==> src/rtl/rect_fill_engine.sv <==
// rect_fill_engine: clips one rectangle command to the screen and emits its
// rows as frame-buffer write bursts of at most MAX_WRITE_BURST_LEN pixels.
// Optional feature macro: RECT_FILL_OUTLINE_EN (one-pixel outline mode).
// Without it, mode is ignored and every command is a solid fill.
//
// state | meaning
// IDLE  | waiting for start; command inputs latched on start
// SETUP | clip, reject empty/off-screen, load first segment
// REQ   | write_burst_req high, addr/len stable until data_req seen
// DATA  | pixels streaming, waiting for write_burst_data_finish
// NEXT  | pick next segment of the row, next row, or finish
// DONE  | one-cycle done pulse
module rect_fill_engine #(
    parameter int BURST_BITS          = 10,
    parameter int SCREEN_WIDTH        = 640,
    parameter int SCREEN_HEIGHT       = 480,
    parameter int MAX_WRITE_BURST_LEN = 128,
    parameter int BIT_SIZE            = 10,
    parameter int COLOR_BITS          = 16,
    parameter int BANK_BITS           = 2,
    parameter int ADDR_BITS           = 24
) (
    input  logic                  clk,
    input  logic                  rst_n,
    input  logic                  start,
    input  logic [BIT_SIZE-1:0]   x_pixel,
    input  logic [BIT_SIZE-1:0]   y_pixel,
    input  logic [BIT_SIZE-1:0]   width,
    input  logic [BIT_SIZE-1:0]   height,
    input  logic [COLOR_BITS-1:0] color,
    input  logic [BANK_BITS-1:0]  bank,
    input  logic                  mode,
    input  logic                  write_burst_data_req,
    input  logic                  write_burst_data_finish,
    output logic                  write_burst_req,
    output logic [BURST_BITS-1:0] write_burst_len,
    output logic [ADDR_BITS-1:0]  addr,
    output logic [COLOR_BITS-1:0] rgb,
    output logic                  busy,
    output logic                  done
);

    localparam int CW = BIT_SIZE + 1;
    localparam int PW = ADDR_BITS - BANK_BITS;
    localparam int LW = (CW > BURST_BITS) ? CW : BURST_BITS;
    localparam logic [CW-1:0] SW_C  = CW'(SCREEN_WIDTH);
    localparam logic [CW-1:0] SH_C  = CW'(SCREEN_HEIGHT);
    localparam logic [LW-1:0] MAX_C = LW'(MAX_WRITE_BURST_LEN);
    localparam logic [PW-1:0] PITCH = PW'(SCREEN_WIDTH);

    typedef enum logic [2:0] {IDLE, SETUP, REQ, DATA, NEXT, DONE} state_t;

    state_t state, state_nxt;

    logic [BIT_SIZE-1:0]   x_r, y_r, w_r, h_r;
    logic [COLOR_BITS-1:0] color_r;
    logic [BANK_BITS-1:0]  bank_r;
    logic                  is_outline;

    logic [CW-1:0] cur_x, cur_y;
    logic [PW-1:0] row_base;
    logic          phase;

    logic [CW-1:0] x_sum, y_sum, x_end, y_end, x_right, y_last;
    logic          empty, has_right, cur_full, cand_full, row_end;
    logic [CW-1:0] nx, cand_x, cand_y;
    logic [PW-1:0] cand_base;
    logic          cand_phase, cand_last;
    logic [LW-1:0] span, cand_len;

`ifdef RECT_FILL_OUTLINE_EN
    logic mode_r;

    // outline flag latched with the rest of the command
    always_ff @(posedge clk or negedge rst_n) begin
        if (!rst_n)
            mode_r <= 1'b0;
        else if (state == IDLE && start)
            mode_r <= mode;
    end

    assign is_outline = mode_r;
`else
    wire unused_mode = mode;
    assign is_outline = 1'b0;
`endif

    // clipped extents (one extra bit so x+width never wraps)
    assign x_sum     = {1'b0, x_r} + {1'b0, w_r};
    assign y_sum     = {1'b0, y_r} + {1'b0, h_r};
    assign x_end     = (x_sum > SW_C) ? SW_C : x_sum;
    assign y_end     = (y_sum > SH_C) ? SH_C : y_sum;
    assign x_right   = x_sum - CW'(1);
    assign y_last    = y_sum - CW'(1);
    assign empty     = (w_r == '0) || (h_r == '0) ||
                       ({1'b0, x_r} >= SW_C) || ({1'b0, y_r} >= SH_C);
    assign has_right = (x_right < SW_C) && (x_right != {1'b0, x_r});
    assign cur_full  = !is_outline || (cur_y == {1'b0, y_r}) || (cur_y == y_last);

    // next segment: first one in SETUP, successor of the current one in NEXT
    always_comb begin
        cand_x     = {1'b0, x_r};
        cand_y     = {1'b0, y_r};
        cand_base  = PW'(y_r) * PITCH;
        cand_phase = 1'b0;
        cand_last  = empty;
        row_end    = 1'b1;
        nx         = cur_x + CW'(write_burst_len);
        if (state == NEXT) begin
            cand_y     = cur_y;
            cand_base  = row_base;
            cand_phase = phase;
            cand_last  = 1'b0;
            if (cur_full) begin
                if (nx < x_end) begin
                    cand_x  = nx;
                    row_end = 1'b0;
                end
            end else if (!phase && has_right) begin
                cand_x     = x_right;
                cand_phase = 1'b1;
                row_end    = 1'b0;
            end
            if (row_end) begin
                cand_x     = {1'b0, x_r};
                cand_y     = cur_y + CW'(1);
                cand_base  = row_base + PITCH;
                cand_phase = 1'b0;
                cand_last  = (cur_y + CW'(1)) >= y_end;
            end
        end
        cand_full = !is_outline || (cand_y == {1'b0, y_r}) || (cand_y == y_last);
        span      = LW'(x_end - cand_x);
        if (!cand_full)
            cand_len = LW'(1);
        else if (span > MAX_C)
            cand_len = MAX_C;
        else
            cand_len = span;
    end

    // state register
    always_ff @(posedge clk or negedge rst_n) begin
        if (!rst_n)
            state <= IDLE;
        else
            state <= state_nxt;
    end

    // next-state and handshake outputs
    always_comb begin
        state_nxt       = state;
        write_burst_req = 1'b0;
        busy            = 1'b1;
        done            = 1'b0;
        case (state)
            IDLE: begin
                busy = 1'b0;
                if (start)
                    state_nxt = SETUP;
            end
            SETUP:   state_nxt = empty ? DONE : REQ;
            REQ: begin
                write_burst_req = 1'b1;
                if (write_burst_data_req)
                    state_nxt = DATA;
            end
            DATA: begin
                if (write_burst_data_finish)
                    state_nxt = NEXT;
            end
            NEXT:    state_nxt = cand_last ? DONE : REQ;
            DONE: begin
                done      = 1'b1;
                state_nxt = IDLE;
            end
            default: state_nxt = IDLE;
        endcase
    end

    // command latch, segment walk and burst outputs (updated on entry to REQ)
    always_ff @(posedge clk or negedge rst_n) begin
        if (!rst_n) begin
            x_r             <= '0;
            y_r             <= '0;
            w_r             <= '0;
            h_r             <= '0;
            color_r         <= '0;
            bank_r          <= '0;
            cur_x           <= '0;
            cur_y           <= '0;
            row_base        <= '0;
            phase           <= 1'b0;
            write_burst_len <= '0;
            addr            <= '0;
            rgb             <= '0;
        end else if (state == IDLE) begin
            if (start) begin
                x_r     <= x_pixel;
                y_r     <= y_pixel;
                w_r     <= width;
                h_r     <= height;
                color_r <= color;
                bank_r  <= bank;
            end
        end else if ((state == SETUP || state == NEXT) && !cand_last) begin
            cur_x           <= cand_x;
            cur_y           <= cand_y;
            row_base        <= cand_base;
            phase           <= cand_phase;
            write_burst_len <= BURST_BITS'(cand_len);
            addr            <= {bank_r, cand_base + PW'(cand_x)};
            rgb             <= color_r;
        end
    end

endmodule

==> config.mk <==
export PLATFORM = sky130hd
export DESIGN_NAME = rect_fill_engine
export DESIGN_NICKNAME = d
export VERILOG_FILES = /design/src/rtl/rect_fill_engine.sv
export SDC_FILE = /design/constraint.sdc
export NUM_CORES = 1
export LEC_CHECK = 0
export ABC_AREA = 1
export BUFFER_PORTS_ARGS = -buffer_cell sky130_fd_sc_hd__buf_2
export CAP_MARGIN = 20
export CORE_UTILIZATION = 60
export CTS_BUF_LIST = sky130_fd_sc_hd__clkbuf_16
export DETAILED_ROUTE_END_ITERATION = 6
export PLACE_DENSITY = 0.9
export SYNTH_ARGS = -nofsm -noshare
export SYNTH_HDL_FRONTEND = slang
export SYNTH_SLANG_ARGS = --single-unit
==> constraint.sdc <==
create_clock -name clk -period 13 [get_ports clk]
set_clock_uncertainty 0.2 [all_clocks]
set_input_delay 1.3 -clock clk [delete_from_list [all_inputs] [get_ports clk]]
set_output_delay 1.3 -clock clk [all_outputs]
set_load 0.02 [all_outputs]
# Yosys cells after proc, flatten, opt, wreduce, memory -nomap -nowiden
# Cells that the tools add are included.
dict set report word_totals {
  register_bits 155
  inputBits 64
  out_inout_bits 53
  word_cells 74
}
dict set report classes {
  add_sub_neg 7
  multipliers 1
  order_cmp 7
  n_eq_ne 9
  n_mux 23
  bitwise_logic 1
  reduce_logical 13
}
# cell count
set ops {}
lappend ops {{11-bit two-way mux} 7}
lappend ops {{22-bit two-way mux} 2}
lappend ops {{10-bit by 10-bit adder with 11-bit output} 2}
lappend ops {{22-bit by 10-bit adder with 22-bit output, second input constant} 1}
lappend ops {{22-bit by 11-bit adder with 22-bit output} 1}
lappend ops {{10-bit zero test} 2}
lappend ops {{3-bit two-way mux} 5}
lappend ops {{3-bit one-hot mux with 5 select lines} 1}
lappend ops {{10-bit by 3-bit multiplier with 13-bit output, second input constant} 1}
lappend ops {{11-bit by 1-bit adder with 11-bit output, second input constant} 1}
lappend ops {{11-bit by 10-bit adder with 11-bit output} 1}
lappend ops {{11-bit greater-or-equal comparator} 1}
lappend ops {{11-bit by 10-bit > comparator with 1-bit output, second input constant} 1}
lappend ops {{11-bit by 8-bit > comparator with 1-bit output, second input constant} 1}
lappend ops {{11-bit by 9-bit > comparator with 1-bit output, second input constant} 1}
lappend ops {{11-bit < comparator} 1}
lappend ops {{11-bit subtractor} 1}
lappend ops {{10-bit greater-or-equal comparator, second input constant} 1}
lappend ops {{10-bit by 9-bit greater-or-equal comparator with 1-bit output, second input constant} 1}
lappend ops {{10-bit two-way mux} 1}
lappend ops {{1-bit two-way mux} 7}
lappend ops {{3-bit by 2-bit == test with 1-bit output, second input constant} 2}
lappend ops {{3-bit == test, second input constant} 2}
lappend ops {{2-bit inequality test, second input constant} 3}
lappend ops {{9 further kinds} 14}

# Logic depth before layout (Yosys ltp)
dict set report logic_depth {
  word_depth 11
  ltp_mapped 49
  ltp_nobuf 48
}

# Least setup slack after synthesis
# OpenSTA, ideal clock, no wires.
dict set report synth_path {
  path_kind {reg2reg}
  startpoint {register x_r[0]}
  endpoint {register write_burst_len[7]}
  setup_time_ns 0.117
  t_arrival_ns 5.696
  required_ns 12.683
  slack_ns 6.987
  path_stages_with_launch 43
  n_path_buf 1
  synth_period_minus_slack_ns 6.013
  cell_sequence {dfrtp_1 > ha_1 > inv_1 > fa_1 > inv_1 > nand3_1 > nand2_2 > nand2_1 > nand2_1 > nand2_1 > nand2_1 > nand2_1 > nor2_1 > nand2_1 > nand2_4 > inv_1 > nor2_1 > inv_1 > (+7 left out) > nor2_2 > inv_1 > buf_2 > nand2_1 > o21ai_0 > ha_1 > fa_1 > o21ai_0 > a21oi_1 > o21bai_1 > a21oi_1 > o21ai_0 > a21o_1 > a21oi_1 > xor2_1 > nand4_1 > nor2_1 > nor2_1}
}
dict set report synth_via {
  elab_chain_len 11
  elab_cells_between_ends 20
  cone_classes {add/sub (2); order compare (4); mux (9); reduce/logical (5)}
}
# item line
set synth_lines {}
lappend synth_lines {{start, declared} 55} ;# logic [BIT_SIZE-1:0] x_r, y_r, w_r, h_r;
lappend synth_lines {{start signal, assigned} 199} ;# x_r <= x_pixel;
lappend synth_lines {{10-bit by 10-bit adder with 11-bit output} 89} ;# assign x_sum = {1'b0, x_r} + {1'b0, w_r};
lappend synth_lines {{11-bit by 10-bit > comparator with 1-bit output} 91} ;# assign x_end = (x_sum > SW_C) ? SW_C : x_sum;
lappend synth_lines {{11-bit two-way mux} 91}
lappend synth_lines {{11-bit < comparator} 115} ;# if (nx < x_end) begin
lappend synth_lines {{1-bit two-way mux} 115}
lappend synth_lines {{1-bit two-way mux} 109} ;# if (state == NEXT) begin
lappend synth_lines {{11-bit two-way mux} 124} ;# if (row_end) begin
lappend synth_lines {{11-bit two-way mux (*)} 109}
lappend synth_lines {{net cand_x[0]} 66} ;# logic [CW-1:0] nx, cand_x, cand_y;
lappend synth_lines {{11-bit subtractor (*)} 133} ;# span = LW'(x_end - cand_x);
lappend synth_lines {{11-bit by 8-bit > comparator with 1-bit output} 136} ;# else if (span > MAX_C)
lappend synth_lines {{10-bit two-way mux (*)} 136}
lappend synth_lines {{end signal, assigned} 211} ;# write_burst_len <= BURST_BITS'(cand_len);
lappend synth_lines {{end, declared} 36} ;# output logic [BURST_BITS-1:0] write_burst_len,
# Mark *: on every way through the listed nets, which the timed path passes. The rest lies on a longest branch. The select of a mux whose other input is x is not followed.
# A chain may end at the register's enable or synchronous reset.

# Final worst setup path
dict set report layout_path {
  startpoint {register w_r[0]}
  endpoint {register write_burst_len[6]}
}
dict set report layout_via {
  elab_chain_len 11
  elab_cells_between_ends 21
  cone_classes {add/sub (2); order compare (3); mux (9); reduce/logical (7)}
}
# item line
set layout_lines {}
lappend layout_lines {{start, declared} 55}
lappend layout_lines {{start signal, assigned} 201} ;# w_r <= width;
lappend layout_lines {{10-bit by 10-bit adder with 11-bit output (*)} 89}
lappend layout_lines {{11-bit by 10-bit > comparator with 1-bit output} 91}
lappend layout_lines {{11-bit two-way mux (*)} 91}
lappend layout_lines {{11-bit < comparator (*)} 115}
lappend layout_lines {{1-bit two-way mux} 115}
lappend layout_lines {{1-bit two-way mux} 109}
lappend layout_lines {{11-bit two-way mux (*)} 124}
lappend layout_lines {{11-bit two-way mux (*)} 109}
lappend layout_lines {{net cand_x[1]} 66}
lappend layout_lines {{11-bit subtractor (*)} 133}
lappend layout_lines {{11-bit by 8-bit > comparator with 1-bit output} 136}
lappend layout_lines {{10-bit two-way mux (*)} 136}
# Marks and branches as above.

==> impl_results.md <==
- Post-DRT Antenna Nets: 0
- Synth Warn #: 0
- FMAX: 0.1346 GHz
- Top cells by area, synth: dfrtp_1 (37%), nand2_1 (11%), ha_1 (11%)
- CP peak stage delay: 0.49 ns
- Final setup violation count: 0
- Largest family of logic cells by synthesized area: simple AND/OR/NAND/NOR gates
- 1st-iter DRT viols: 674
- Htree depth: 4
- Cell taking the most area after synthesis: dfrtp_1
- Total die area: 17,800 um^2
- Relative slew slack: 35.39%
- Kind of critical path: flip-flop to flip-flop
- Initial Util: 62.04%
- CP Max Fanout: 20
- Area used by multi-input combinational logic: 5697 um^2
- Post-synthesis xor/xnor area fraction: 4.396%
- PortBufs: 115
- Reg2reg setup slack: 5.57 ns
- Final Hold Viols: 0
- Slew @ Worst Pin: 0.9692 ns
- Die Wd: 133.4 um
- Hold Slack: 0.2675 ns
- Worst-path clk slew: 0.06 ns
- Gr ovfl total: 0
- Mapped Avg Cell Area: 8.013 um^2
- Placer Congestion: 0.9386
- Synth Area in Compound Gates: 11.13%
- Vias in the first global route: 9,187
- Maxcap violations: 0
- Via count: 9,153
- Post-synthesis register bit count: 155
- Worst hold-check path type: flip-flop to flip-flop
- Nets@finish: 1,560
- Cell Rows: 47
- Post-synthesis sequential area ratio: 37.44%
- Hold_buf cts: 0
- Post-Synth Simple-Gate Area: 22.16%
- Multiplexer share of the synthesized area: 5.108%
- Period utilisation layout: 57.14%
- Setup bufs post-CTS: 0
- WP data required: 13.13 ns
- Worst-Skew Late Latency: 0.43 ns
- First-pass GRT wire length: 42.32 mm
- Post-Syn Instances: 1,293
- Crit-path slowest cell: fa_1
- CTS tree: yes
- Num CTS Buffers: 17
- Max-slew violation count: 0
- Cell area after synthesis: 10,360 um^2
- Share of the synthesized area in the top cell type: 37.44%
- WL per Instance: 15.46 um
- Outcome: completed
- Post-CTS sizing: 0
- Diodes inserted: 0
- Cell variety after synth: 47
- Die Span Y: 133.4 um
- Fillers: 1,253
- Initial DRT Pass Iterations: 5
- Setup crit end kind: flip-flop
- Crit path arrival time: 7.56 ns
- Register area: 3879 um^2
- I/O Pins: 117
- Clk root buf: clkbuf_16
- Clock sinks: 155
- Startpoint Class: flip-flop
- DR DRC count: 0
- Initial antenna violation count: 0
- Leading cell type in the layout, fill and taps excluded: nand2_1
- Core area: 16,700 um^2
- Via-per-instance ratio: 5.605
- RSZ-0062 raised after global routing: no
- Layout cells sized above 1: 17.13%
- All-layer global routing usage: 29.68%
- Area Overhead vs Synth: 12.67%
- HPWL after DPL: 17.81 mm
- Most frequent cells in the layout: nand2_1 (314), inv_1 (159), dfrtp_1 (155)
- Routed WL: 25.24 mm
- Setup TNS: 0 ns
- Area share of fa/ha/maj cells after synthesis: 12.03%
- Largest net degree at the start of global routing: 100
- Longest Clk Path Bufs: 2
- Worst path most repeated cell: nand2_1
- Min cycle time layout: 7.428 ns
logic make-up after synthesis:
logic type | count (synthesis)
simple gates | 534
compound gates | 210
buf+inv | 198
flops | 155
fa+ha+maj | 96
xor+xnor | 52
mux | 47
other cells | 1
registers in the layout, summed over array words and instances (netlist names), 10 cells and up:
register and flops:
x_r 10, w_r 10, addr 24, write_burst_len 10
cur_x 11, row_base 22, y_r 10, h_r 10
rgb 16, cur_y 11, color_r 16
area by class of cell:
class                   count  share of cell area, %
flip-flops and latches    155                  33.23
well taps                 220                  2.358
multi-input cells         942                  48.80
repair buffers            123                  5.498
clock buffers              17                  3.644
clock inverters            15                  1.297
inverters                 161                  5.177
worst paths after layout:
| kind | from | to | cells past startpoint |
|---|---|---|---|
| worst max-delay path | w_r[0]$_DFFE_PN0P_ | write_burst_len[6]$_DFFE_PN0P_ | 41 |
| max in group asynchronous | rst_n | w_r[4]$_DFFE_PN0P_ | 2 |
| min in group asynchronous | rst_n | color_r[13]$_DFFE_PN0P_ | 1 |
| worst min register to register | color_r[12]$_DFFE_PN0P_ | rgb[12]$_DFFE_PN0P_ | 2 |
| worst max register to register | w_r[0]$_DFFE_PN0P_ | write_burst_len[6]$_DFFE_PN0P_ | 41 |
| worst min-delay path | color_r[12]$_DFFE_PN0P_ | rgb[12]$_DFFE_PN0P_ | 2 |
synth_stat cells (all sizes together):
cell type  count
nand3b         6
o21bai         8
o31ai          2
nor3           7
a21boi         2
inv          160
a2111oi        1
or3            1
o21ai         89
a21oi         87
a31oi          6
o22ai          1
a21o           5
nor4           7
a211oi         2
conb           1
xor2          40
nand3         59
and2           2
clkinv         1
mux2          47
fa             6
nand4         15
clkbuf        12
xnor2         12
a41o           1
ha            90
or2            8
nand2        328
buf           25
dfrtp        155
nor2         101
o211ai         6
critical path, delay by kind of cell (launching register included):
| kind | cells | cell delay, ns |
|---|---|---|
| flops | 1 | 0.39 |
| simple gates | 17 | 1.87 |
| fa+ha+maj | 4 | 1.41 |
| buf+inv | 7 | 1.12 |
| xor+xnor | 1 | 0.15 |
| compound gates | 12 | 2.18 |
per-layer routing:
layer	up-vias	wire length, um	track usage, %
met4	0	748	12.75
met1	4267	10500	35.59
li1	4448	-	-
met5	-	0	0
met2	368	12280	51.27
met3	70	1717	6.583
stage by stage:
stage          cells  cell area [um^2]  utilization, %  setup slack, ns
4_1_cts         1632             11670           69.85            5.627
3_3_place_gp    1600             11090           66.40            5.962
2_1_floorplan   1295             10370               -            6.987
3_5_place_dp    1600             11090           66.40            5.786
5_1_grt         1633             11670           69.90            4.818
6_report        1633             11670           69.90            5.572
Power is left out: the tool's default activity adds up to more than one toggle a clock period on the data nets, which glitch-free logic cannot reach.
